[config.mk]
export PLATFORM = sky130hd
export DESIGN_NAME = la_rng_reader
export DESIGN_NICKNAME = d
export VERILOG_FILES = /design/src/rtl/la_rng_pkg.sv /design/src/rtl/la_rng_fifo.sv /design/src/rtl/la_rng_reader.sv
export SDC_FILE = /design/constraint.sdc
export NUM_CORES = 1
export LEC_CHECK = 0
export ABC_AREA = 1
export BUFFER_PORTS_ARGS = -buffer_cell sky130_fd_sc_hd__buf_2
export CAP_MARGIN = 5
export CORE_MARGIN = 2
export CORE_UTILIZATION = 55
export DETAILED_ROUTE_END_ITERATION = 8
export GPL_ROUTABILITY_DRIVEN = 0
export GPL_TIMING_DRIVEN = 0
export HOLD_SLACK_MARGIN = 0.12
export PLACE_DENSITY = 0.85
export SETUP_SLACK_MARGIN = 0.1
export SLEW_MARGIN = 20
export SYNTH_ARGS = -nofsm -noshare
export SYNTH_HDL_FRONTEND = slang
export SYNTH_SLANG_ARGS = --single-unit
[constraint.sdc]
create_clock -name wb_clk_i -period 2.8 [get_ports wb_clk_i]
set_input_delay 0.42 -clock wb_clk_i [delete_from_list [all_inputs] [get_ports wb_clk_i]]
set_output_delay 0.42 -clock wb_clk_i [all_outputs]
set_load 0.01 [all_outputs]
[src/rtl/la_rng_pkg.sv]
// Shared constants for the laRNG Wishbone reader: register offsets,
// STATUS/CTRL bit positions and the Wishbone handshake state type.
package la_rng_pkg;

    // Register offsets relative to BASE_ADDR
    localparam logic [3:0] OFF_DATA   = 4'h0;
    localparam logic [3:0] OFF_STATUS = 4'h4;
    localparam logic [3:0] OFF_CTRL   = 4'h8;

    // Byte span of the decoded register window (0x0..0xB)
    localparam logic [31:0] REG_SPAN = 32'd12;

    // STATUS fields
    localparam int ST_CNT_W    = 5;
    localparam int ST_OVF_BIT  = 8;
    localparam int ST_UNF_BIT  = 9;

    // CTRL fields
    localparam int CTRL_EN_BIT    = 0;
    localparam int CTRL_IE_BIT    = 1;
    localparam int CTRL_FLUSH_BIT = 2;

    // Wishbone slave handshake states
    typedef enum logic {
        WB_IDLE = 1'b0,
        WB_ACK  = 1'b1
    } wb_state_e;

endpackage

[src/rtl/la_rng_fifo.sv]
// Synchronous word FIFO with flush. A push while full is accepted only when
// a pop happens in the same cycle; a pop while empty is ignored.
module la_rng_fifo
    import la_rng_pkg::*;
#(
    parameter int WIDTH = 32,
    parameter int DEPTH = 4
) (
    input  logic                clk_i,
    input  logic                rst_ni,
    input  logic                flush_i,
    input  logic                push_i,
    input  logic                pop_i,
    input  logic [WIDTH-1:0]    wdata_i,
    output logic [WIDTH-1:0]    rdata_o,
    output logic                full_o,
    output logic                empty_o,
    output logic [ST_CNT_W-1:0] count_o
);

    localparam int AW = (DEPTH > 1) ? $clog2(DEPTH) : 1;

    logic [WIDTH-1:0]    mem_q [DEPTH];
    logic [AW-1:0]       wptr_q, wptr_d;
    logic [AW-1:0]       rptr_q, rptr_d;
    logic [ST_CNT_W-1:0] count_q, count_d;
    logic                do_push, do_pop;

    assign full_o  = (count_q == ST_CNT_W'(DEPTH));
    assign empty_o = (count_q == '0);
    assign count_o = count_q;
    assign rdata_o = mem_q[rptr_q];

    assign do_pop  = pop_i && !empty_o;
    assign do_push = push_i && (!full_o || do_pop);

    // Next pointer/count; flush overrides any push or pop in the same cycle
    always_comb begin
        wptr_d  = wptr_q;
        rptr_d  = rptr_q;
        count_d = count_q;
        if (flush_i) begin
            wptr_d  = '0;
            rptr_d  = '0;
            count_d = '0;
        end else begin
            if (do_push) wptr_d = wptr_q + 1'b1;
            if (do_pop)  rptr_d = rptr_q + 1'b1;
            case ({do_push, do_pop})
                2'b10:   count_d = count_q + 1'b1;
                2'b01:   count_d = count_q - 1'b1;
                default: count_d = count_q;
            endcase
        end
    end

    // Pointer, count and storage registers
    always_ff @(posedge clk_i or negedge rst_ni) begin
        if (!rst_ni) begin
            wptr_q  <= '0;
            rptr_q  <= '0;
            count_q <= '0;
            for (int i = 0; i < DEPTH; i++) mem_q[i] <= '0;
        end else begin
            wptr_q  <= wptr_d;
            rptr_q  <= rptr_d;
            count_q <= count_d;
            if (do_push && !flush_i) mem_q[wptr_q] <= wdata_i;
        end
    end

endmodule

[src/rtl/la_rng_reader.sv]
// Packs the serial entropy stream into 32-bit words (first bit at bit31),
// buffers them in a small FIFO and exposes DATA/STATUS/CTRL over Wishbone.
module la_rng_reader
    import la_rng_pkg::*;
#(
    parameter logic [31:0] BASE_ADDR  = 32'h3000_0000,
    parameter int          FIFO_DEPTH = 4
) (
    input  logic        wb_clk_i,
    input  logic        resetb,
    input  logic        ent_bit,
    input  logic        ent_valid,
    input  logic        wbs_cyc_i,
    input  logic        wbs_stb_i,
    input  logic        wbs_we_i,
    input  logic [3:0]  wbs_sel_i,
    input  logic [31:0] wbs_adr_i,
    input  logic [31:0] wbs_dat_i,
    output logic        wbs_ack_o,
    output logic [31:0] wbs_dat_o,
    output logic        irq_o
);

    wb_state_e           state_q, state_d;
    logic [31:0]         dat_q, dat_d;
    logic                en_q, en_d;
    logic                ie_q, ie_d;
    logic                ovf_q, ovf_d;
    logic                unf_q, unf_d;
    logic [31:0]         word_q, word_d;
    logic [4:0]          bcnt_q, bcnt_d;
    logic                irq_q;

    logic                fifo_push, fifo_pop, fifo_flush;
    logic [31:0]         fifo_rdata;
    logic                fifo_full, fifo_empty;
    logic [ST_CNT_W-1:0] fifo_count;

    logic [31:0]         off;
    logic                hit, req;
    logic [3:0]          reg_sel;
    logic [31:0]         status_word, ctrl_word;

    // Byte select lanes and unused write-data bits carry no meaning here
    logic                unused_bits;
    assign unused_bits = ^{wbs_sel_i, wbs_dat_i};

    assign off     = wbs_adr_i - BASE_ADDR;
    assign hit     = (off < REG_SPAN);
    assign reg_sel = {off[3:2], 2'b00};
    assign req     = (state_q == WB_IDLE) && wbs_cyc_i && wbs_stb_i && hit;

    assign wbs_ack_o = (state_q == WB_ACK);
    assign wbs_dat_o = dat_q;
    assign irq_o     = irq_q;

    la_rng_fifo #(
        .WIDTH (32),
        .DEPTH (FIFO_DEPTH)
    ) u_fifo (
        .clk_i   (wb_clk_i),
        .rst_ni  (resetb),
        .flush_i (fifo_flush),
        .push_i  (fifo_push),
        .pop_i   (fifo_pop),
        .wdata_i (word_d),
        .rdata_o (fifo_rdata),
        .full_o  (fifo_full),
        .empty_o (fifo_empty),
        .count_o (fifo_count)
    );

    // Readback images of STATUS and CTRL (FLUSH always reads 0)
    always_comb begin
        status_word                   = '0;
        status_word[ST_CNT_W-1:0]     = fifo_count;
        status_word[ST_OVF_BIT]       = ovf_q;
        status_word[ST_UNF_BIT]       = unf_q;
        ctrl_word                     = '0;
        ctrl_word[CTRL_EN_BIT]        = en_q;
        ctrl_word[CTRL_IE_BIT]        = ie_q;
    end

    // Assembler, register side-effects and Wishbone next-state
    always_comb begin
        state_d    = state_q;
        dat_d      = dat_q;
        en_d       = en_q;
        ie_d       = ie_q;
        ovf_d      = ovf_q;
        unf_d      = unf_q;
        word_d     = word_q;
        bcnt_d     = bcnt_q;
        fifo_push  = 1'b0;
        fifo_pop   = 1'b0;
        fifo_flush = 1'b0;

        // The push carries word_d, i.e. the completed word including this bit
        if (en_q && ent_valid) begin
            word_d = {word_q[30:0], ent_bit};
            bcnt_d = bcnt_q + 1'b1;
            if (bcnt_q == 5'd31) fifo_push = 1'b1;
        end

        case (state_q)
            WB_IDLE: if (req) state_d = WB_ACK;
            WB_ACK:  state_d = WB_IDLE;
            default: state_d = WB_IDLE;
        endcase

        if (req) begin
            case (reg_sel)
                OFF_DATA: begin
                    if (!wbs_we_i) begin
                        if (fifo_empty) begin
                            dat_d = '0;
                            unf_d = 1'b1;
                        end else begin
                            dat_d    = fifo_rdata;
                            fifo_pop = 1'b1;
                        end
                    end
                end
                OFF_STATUS: begin
                    if (wbs_we_i) begin
                        if (wbs_dat_i[ST_OVF_BIT]) ovf_d = 1'b0;
                        if (wbs_dat_i[ST_UNF_BIT]) unf_d = 1'b0;
                    end else begin
                        dat_d = status_word;
                    end
                end
                OFF_CTRL: begin
                    if (wbs_we_i) begin
                        en_d = wbs_dat_i[CTRL_EN_BIT];
                        ie_d = wbs_dat_i[CTRL_IE_BIT];
                        if (wbs_dat_i[CTRL_FLUSH_BIT]) begin
                            fifo_flush = 1'b1;
                            word_d     = '0;
                            bcnt_d     = '0;
                        end
                    end else begin
                        dat_d = ctrl_word;
                    end
                end
                default: ;
            endcase
        end

        // A word lost to a full FIFO wins over a same-cycle W1C of OVF
        if (fifo_push && fifo_full && !fifo_pop && !fifo_flush) ovf_d = 1'b1;
    end

    // Control and datapath registers
    always_ff @(posedge wb_clk_i or negedge resetb) begin
        if (!resetb) begin
            state_q <= WB_IDLE;
            dat_q   <= '0;
            en_q    <= 1'b0;
            ie_q    <= 1'b0;
            ovf_q   <= 1'b0;
            unf_q   <= 1'b0;
            word_q  <= '0;
            bcnt_q  <= '0;
            irq_q   <= 1'b0;
        end else begin
            state_q <= state_d;
            dat_q   <= dat_d;
            en_q    <= en_d;
            ie_q    <= ie_d;
            ovf_q   <= ovf_d;
            unf_q   <= unf_d;
            word_q  <= word_d;
            bcnt_q  <= bcnt_d;
            irq_q   <= ie_q && !fifo_empty;
        end
    end

endmodule

### Yosys cells after proc, flatten, opt, wreduce, memory -nomap -nowiden

Index checks and enable logic that the tools add are counted.
W data, S select, Z words.

| operators by class | value |
|---|---|
| bitwise logic cells | 3 |
| equal/unequal tests | 12 |
| $add $sub $neg | 6 |
| $lt $le $gt $ge | 4 |
| muxes and demuxes | 49 |
| reductions and logical operators | 32 |

Operators by type and width:

| cell | number |
|---|---|
| $mux W32 | 12 |
| $bwmux W128 | 1 |
| $pmux W32 S3 | 1 |
| $bmux W32 S2 | 1 |
| $demux W32 S2 | 1 |
| $lt A32 B4 Y1 const B | 1 |
| $sub A32 B30 Y32 const B | 1 |
| $mux W5 | 6 |
| $mux W1 | 20 |
| $reduce_bool A2 Y1 | 7 |
| $logic_and A1 B1 Y1 | 12 |
| $add A5 B1 Y5 const B | 2 |
| $ne A2 B2 Y1 const B | 5 |
| $pmux W5 S2 | 1 |
| $mux W2 | 4 |
| $ge A3 B3 Y1 const B | 2 |
| $not A2 Y3 | 2 |
| $reduce_and A6 Y1 | 1 |
| $reduce_bool A3 Y1 | 2 |
| $eq A5 B3 Y1 const B | 1 |
| $eq A5 B5 Y1 const B | 1 |
| $logic_not A5 Y1 | 1 |
| $reduce_and A5 Y1 | 1 |
| $sub A5 B1 Y5 const B | 1 |
| other kinds (12) | 19 |

| storage, ports and cells | value |
|---|---|
| logic and storage cells | 122 |
| output and inout port bits | 34 |
| register bits after elaboration | 212 |
| bits of input ports | 75 |

### Logic depth before layout (Yosys ltp)

| logic depth | value |
|---|---|
| depth in word-level cells | 11 |
| depth in mapped cells | 18 |
| mapped depth without buffers | 18 |

### By module

Synthesis repeated with hierarchy kept, for this count alone.

| unflattened totals | value |
|---|---|
| cells, all modules | 1372 |
| area total of the unflattened synthesis | 10483.8 um^2 |

Modules (own cells, without submodules):

| module | cells each | times used | area each (um^2) |
|---|---|---|---|
| la_rng_fifo | 823 | 1 | 6532.5 |
| la_rng_reader | 549 | 1 | 3951.3 |

### Least setup slack after synthesis

Ideal clock, no wire load.

| timing | value |
|---|---|
| path type | in2reg |
| start | input wbs_adr_i[2] |
| end | register u_fifo.count_q[4] (netlist: u_fifo.count_o[4]) |
| arrival time | 1.955 ns |
| stages on the path | 18 |
| slack | 0.728 ns |
| setup time | 0.117 ns |
| data required time | 2.683 ns |
| path through | ha_1 > nor2_1 > nand2_1 > nor2_2 > nand2_2 > nor2_8 > nand3_1 > nand2_1 > nand2_1 > inv_1 > ha_1 > inv_1 > nand2_1 > nand3_1 > nand2_1 > nand2_1 > nand3_1 > nand2_1 |

| on the way | value |
|---|---|
| word-level cells in the longest chain between the ends | 10 |

RTL lines:

| element | RTL line | RTL |
|---|---|---|
| from (decl) | la_rng_reader.sv:17 | `input logic [31:0] wbs_adr_i,` |
| $sub A32 B30 Y32 (*) | la_rng_reader.sv:48 | `assign off = wbs_adr_i - BASE_ADDR;` |
| $lt A32 B4 Y1 / $logic_not A4 Y1 (equally long branches) | la_rng_reader.sv:49, la_rng_reader.sv:112 |  |
| $logic_and A1 B1 Y1 / $mux W1 (equally long branches) | la_rng_reader.sv:51, la_rng_reader.sv:112 |  |
| $mux W1 | la_rng_reader.sv:111 | `if (req) begin` |
| $logic_and A1 B1 Y1 | la_rng_fifo.sv:34 | `assign do_pop = pop_i && !empty_o;` |
| $logic_or A1 B1 Y1 | la_rng_fifo.sv:35 | `assign do_push = push_i && (!full_o \|\| do_pop);` |
| $logic_and A1 B1 Y1 | la_rng_fifo.sv:35 |  |
| $eq A2 B1 Y1 / $eq A2 B2 Y1 (equally long branches) | la_rng_fifo.sv:49 | `case ({do_push, do_pop})` |
| $pmux W5 S2 | la_rng_fifo.sv:49 |  |
| $mux W5 | la_rng_fifo.sv:42 | `if (flush_i) begin` |
| to (signal assigned) | la_rng_fifo.sv:67 | `count_q <= count_d;` |
| to (decl) | la_rng_fifo.sv:26 | `logic [ST_CNT_W-1:0] count_q, count_d;` |

Every way passes the cells marked *; elsewhere a longest branch is shown, timed or not.
A chain may end at the register's enable or synchronous reset.

### Worst setup path in the final report

| timing | value |
|---|---|
| start | register u_fifo.rptr_q[0] |
| end | register dat_q[15] (netlist: wbs_dat_o[15]) |

| on the way | value |
|---|---|
| word-level cells in the longest chain between the ends | 7 |

RTL lines:

| element | RTL line | RTL |
|---|---|---|
| from (decl) | la_rng_fifo.sv:25 | `logic [AW-1:0] rptr_q, rptr_d;` |
| from (signal assigned) | la_rng_fifo.sv:66 | `rptr_q <= rptr_d;` |
| $not A2 Y3 (not written as such) | la_rng_fifo.sv:32 | `assign rdata_o = mem_q[rptr_q];` |
| $bmux W32 S2 | la_rng_fifo.sv:32 |  |
| $mux W32 (not written as such) (2 in series) | la_rng_fifo.sv:32 |  |
| $mux W32 | la_rng_reader.sv:115 | `if (fifo_empty) begin` |
| $mux W32 | la_rng_reader.sv:114 | `if (!wbs_we_i) begin` |
| $pmux W32 S3 | la_rng_reader.sv:112 | `case (reg_sel)` |
| to (signal assigned) | la_rng_reader.sv:167 | `dat_q <= dat_d;` |
| to (decl) | la_rng_reader.sv:25 | `logic [31:0] dat_q, dat_d;` |

No other way between the ends. The select of a mux whose other input is x is not followed.

==> metrics.log <==
[metrics] mean instance size in the synthesized netlist: about 8.6 sq um
[metrics] net switching power: 2.96 mW
[metrics] capture instance of the worst register-to-register path: wbs_dat_o[15]$_DFFE_PN0P_
[metrics] result of the run: complete, no violations
[metrics] Final Net Count: 1364
[metrics] final hold violations: 0
[metrics] Cell variety after synth: 37
[metrics] clock-pin transition on the worst setup and hold timing paths: 0.06 ns
[metrics] leakage: approximately 5.8 nW
[metrics] initial drt markers: between 700 and 800
[metrics] Tightest Hold Check Type: input pin to register
[metrics] combinational share of power: about 23%
[metrics] most area-consuming cells after synthesis: dfrtp_1 (53%), nand2_1 (11%), o21ai_0 (6.5%)
[metrics] number of standard cells in the final layout excluding fillers: around 1500
[metrics] Setup crit start kind: register
[metrics] initial antenna violation count: 0
[metrics] Power, Total: between 9 and 10 mW
[metrics] startpoint of the lowest-slack register-to-register path: u_fifo.rptr_q[0]$_DFFE_PN0P_
[metrics] Sequential Power Share: ~46%
[metrics] pin count of the biggest net entering global routing: slightly below 90
[metrics] Inserted Diodes: 0
[metrics] period utilisation layout: between 80% and 90%
[metrics] # setup viols final: 0
[metrics] share of total power consumed by net switching: roughly 31%
[metrics] critical path data arrival time: between 2 and 3 ns
[metrics] die extent in x: 139 um
[metrics] standard-cell row count: between 40 and 50
[metrics] highest clock frequency the design can meet: around 400 MHz
[metrics] worst setup slack after placement: 0.321 ns
[metrics] insertion delay of the later-clocked pin in the worst-skew pair: between 0.5 and 0.6 ns
[metrics] internal reg-to-reg setup slack: 0.31 ns
[metrics] mean number of vias per cell: 5.68
[metrics] Sinks on Clock Net: ~210
[metrics] top-count cell post-synth: nand2_1
[metrics] Critical path destination: wbs_dat_o[15]$_DFFE_PN0P_
[metrics] main flop type after synthesis: dfrtp_1
[metrics] Critical Path Source: u_fifo.rptr_q[0]$_DFFE_PN0P_
[metrics] register area share after synthesis: between 50% and 60%
[metrics] share of async-settable or async-resettable flops after synthesis: 100%
[metrics] worst setup path class: register to register
[metrics] flops & latches, synth: 212
[metrics] DRT Wirelength: 26100 um
[metrics] P per Cell Area: 818 nW/um^2
[metrics] number of setup buffers added after CTS: 0
[metrics] data required time at the worst endpoint: ~3.2 ns
[metrics] HPWL after detailed placement: approximately 17000 um
[metrics] die span in y: between 100 and 150 um
[metrics] number of ports placed on the die boundary: 109
[metrics] Max clock buf depth: 3
[metrics] Wirelength per Cell: approximately 17 um
[metrics] slack of the critical path: ~0.31 ns
[metrics] final critical-path required period: roughly 2.5 ns
[metrics] setup repair after global routing missed its margin: no
[metrics] share of final-layout standard cells stronger than drive strength 1: between 10% and 20%
[metrics] Worst R2R Path Depth: 8
[metrics] Yosys top cell area share: 52.6%
[metrics] total nets after synthesis: 1261
[metrics] master cell of the clock root buffer: clkbuf_16
[metrics] count of buffers inserted at the top-level ports: 75
[metrics] first-pass GRT wire length: between 40000 and 50000 um
[metrics] cts bufs inserted: 23
[metrics] worst setup skew after layout: between 0.01 and 0.015 ns
[metrics] H-tree depth reported by CTS: 1
[metrics] number of cells in the design after placement: about 1500
[metrics] initial core utilization: 56.1%
[metrics] ANT nets after route: 0
[metrics] Synth warnings: 0
[metrics] remaining global-route overflow: 0
[metrics] core footprint: 18000 sq um
[metrics] relative slew slack: 52.1%
[metrics] mapped cell area: slightly above 10000 sq um
[metrics] Max Slew Vio Count: 0
[metrics] worst voltage drop across the vdd grid: roughly 0.0005 V
[metrics] count of flip-flops with a built-in enable after synthesis: 0
[metrics] overall die area: between 15000 and 20000 sq um
[metrics] DR pass1 iterations: 5
[metrics] clock power share: 31.4%
[metrics] Tot GR Track Use: around 27%
[metrics] critical path capture point type: register
[metrics] count of max-cap constraint violations: 0
[metrics] Residual DRC: 0
[metrics] most used standard cells in the synthesized netlist: nand2_1 (294), dfrtp_1 (212), o21ai_0 (131), inv_1 (114), nor2_1 (110)
[metrics] worst-margin pin slew: ~0.72 ns
[metrics] Yosys top cell by area: dfrtp_1
[metrics] vias in the first global route: just under 9000
[metrics] Gate Count Post-Synth: 1175
[metrics] overall via count from detail_route: 8639
[metrics] largest fanout on the critical path: 10
[metrics] TritonCTS clock tree: built
[metrics] signed area change from the synthesized netlist to the final layout: 14.6%
[metrics] Internal Power: 6.48 mW
## metrics by stage
stage	TNS (ns)	cell area [sq um]	hold WS, ns	util [%]
final	0	11500	0.179	64.3
after global routing	0	11500	0.176	64.3
after CTS	0	11500	0.166	64.3
after detailed placement	0	10800	0.389	60.2
after global placement	-467.87	10700	0.455	59.8
after floorplan	0	10100	0.124	-
## sequential cells by signal (all words and copies together) (netlist names)
register	cells
irq_o	1
u_fifo.rptr_q	2
word_q	32
en_q	1
bcnt_q	5
u_fifo.count_o	5
u_fifo.wptr_q	2
u_fifo.mem_q	128
ie_q	1
wbs_ack_o	1
unf_q	1
wbs_dat_o	32
ovf_q	1
## kinds of logic after synthesis
family	count (synthesis)	synth area share [%]
multiplexers	1	0.0993
XOR/XNOR	2	0.174
adder cells (fa/ha/maj)	11	1.37
buffers and inverters	180	8.52
AND/OR/NAND/NOR	452	18.9
AO/OA/AOI/OAI	317	18.3
flip-flops	212	52.6
## worst min-delay path by stage
stage / from / endpoint / slack, ns / cells after the start
2_1_floorplan: resetb / bcnt_q[0]$_DFF_PN0_ / 0.12 / 0
3_3_place_gp: ie_q$_DFFE_PN0P_ / irq_o$_DFF_PN0_ / 0.45 / 2
3_5_place_dp: resetb / u_fifo.mem_q[121]$_DFFE_PN0P_ / 0.39 / 1
4_1_cts: wbs_dat_i[0] / en_q$_DFFE_PN0P_ / 0.17 / 3
5_1_grt: wbs_dat_i[1] / ie_q$_DFFE_PN0P_ / 0.18 / 3
6_report: wbs_dat_i[0] / en_q$_DFFE_PN0P_ / 0.18 / 3
## per-layer routing
layer / vias up / wire (um) / global-route usage, %
li1: 4028 / - / -
met1: 4141 / 10500 / 35.8
met5: - / 0 / 0
met4: 0 / 1240 / 13.6
met2: 367 / 12300 / 44.3
met3: 103 / 1930 / 4.71
## power by group through the flow
| stage | Sequential [mW] | Combinational, mW | Clock, mW |
|---|---|---|---|
| floorplan | 4.26 | 1.62 | 0 |
| global placement | 4.33 | 1.98 | 0 |
| detailed placement | 4.36 | 2.10 | 0 |
| CTS | 4.33 | 2.13 | 2.97 |
| global route | 4.43 | 2.42 | 3.09 |
| finish | 4.35 | 2.13 | 2.96 |
## repair_timing
action,4_1_cts,5_1_grt
gates resized for setup,0,2
endpoints found under the hold margin,57,0
hold buffers,1,0
endpoints found under the setup margin,0,1
## layout by cell type, fill, tap and decap left out, types with 5 or more instances in the layout
cell type / Yosys / routed
nor2_1: 110 / 110
o22ai_1: 34 / 34
o21ai_0: 131 / 131
nand4_1: 8 / 8
clkbuf_16: 0 / 23
buf_6: 24 / 24
inv_1: 114 / 114
buf_2: 1 / 75
a21oi_1: 16 / 16
clkbuf_1: 35 / 40
o21ai_1: 76 / 76
nand2_1: 294 / 294
nand3_1: 14 / 14
ha_1: 11 / 11
dfrtp_1: 212 / 212
o21ai_2: 52 / 52
clkbuf_8: 0 / 5
## critical path, cell delays in order, from the launching register on
cell	delay (ns)
dfrtp_1	0.39
clkbuf_1	0.25
inv_1	0.15
clkbuf_1	0.43
clkbuf_1	0.54
nor2_1	0.11
o22ai_1	0.25
nand2_1	0.07
o21ai_0	0.21
## area by class of cell
class | instances | area [sq um]
clock buffer | 34 | 667
timing repair buffer | 78 | 450
fill | 1429 | 6420
clock inverter | 6 | 62.6
sequential | 212 | 5310
multi-input combinational | 783 | 3920
buffer | 63 | 419
inverter | 117 | 440
tap | 229 | 287
Power figures use the tool's default switching activity.
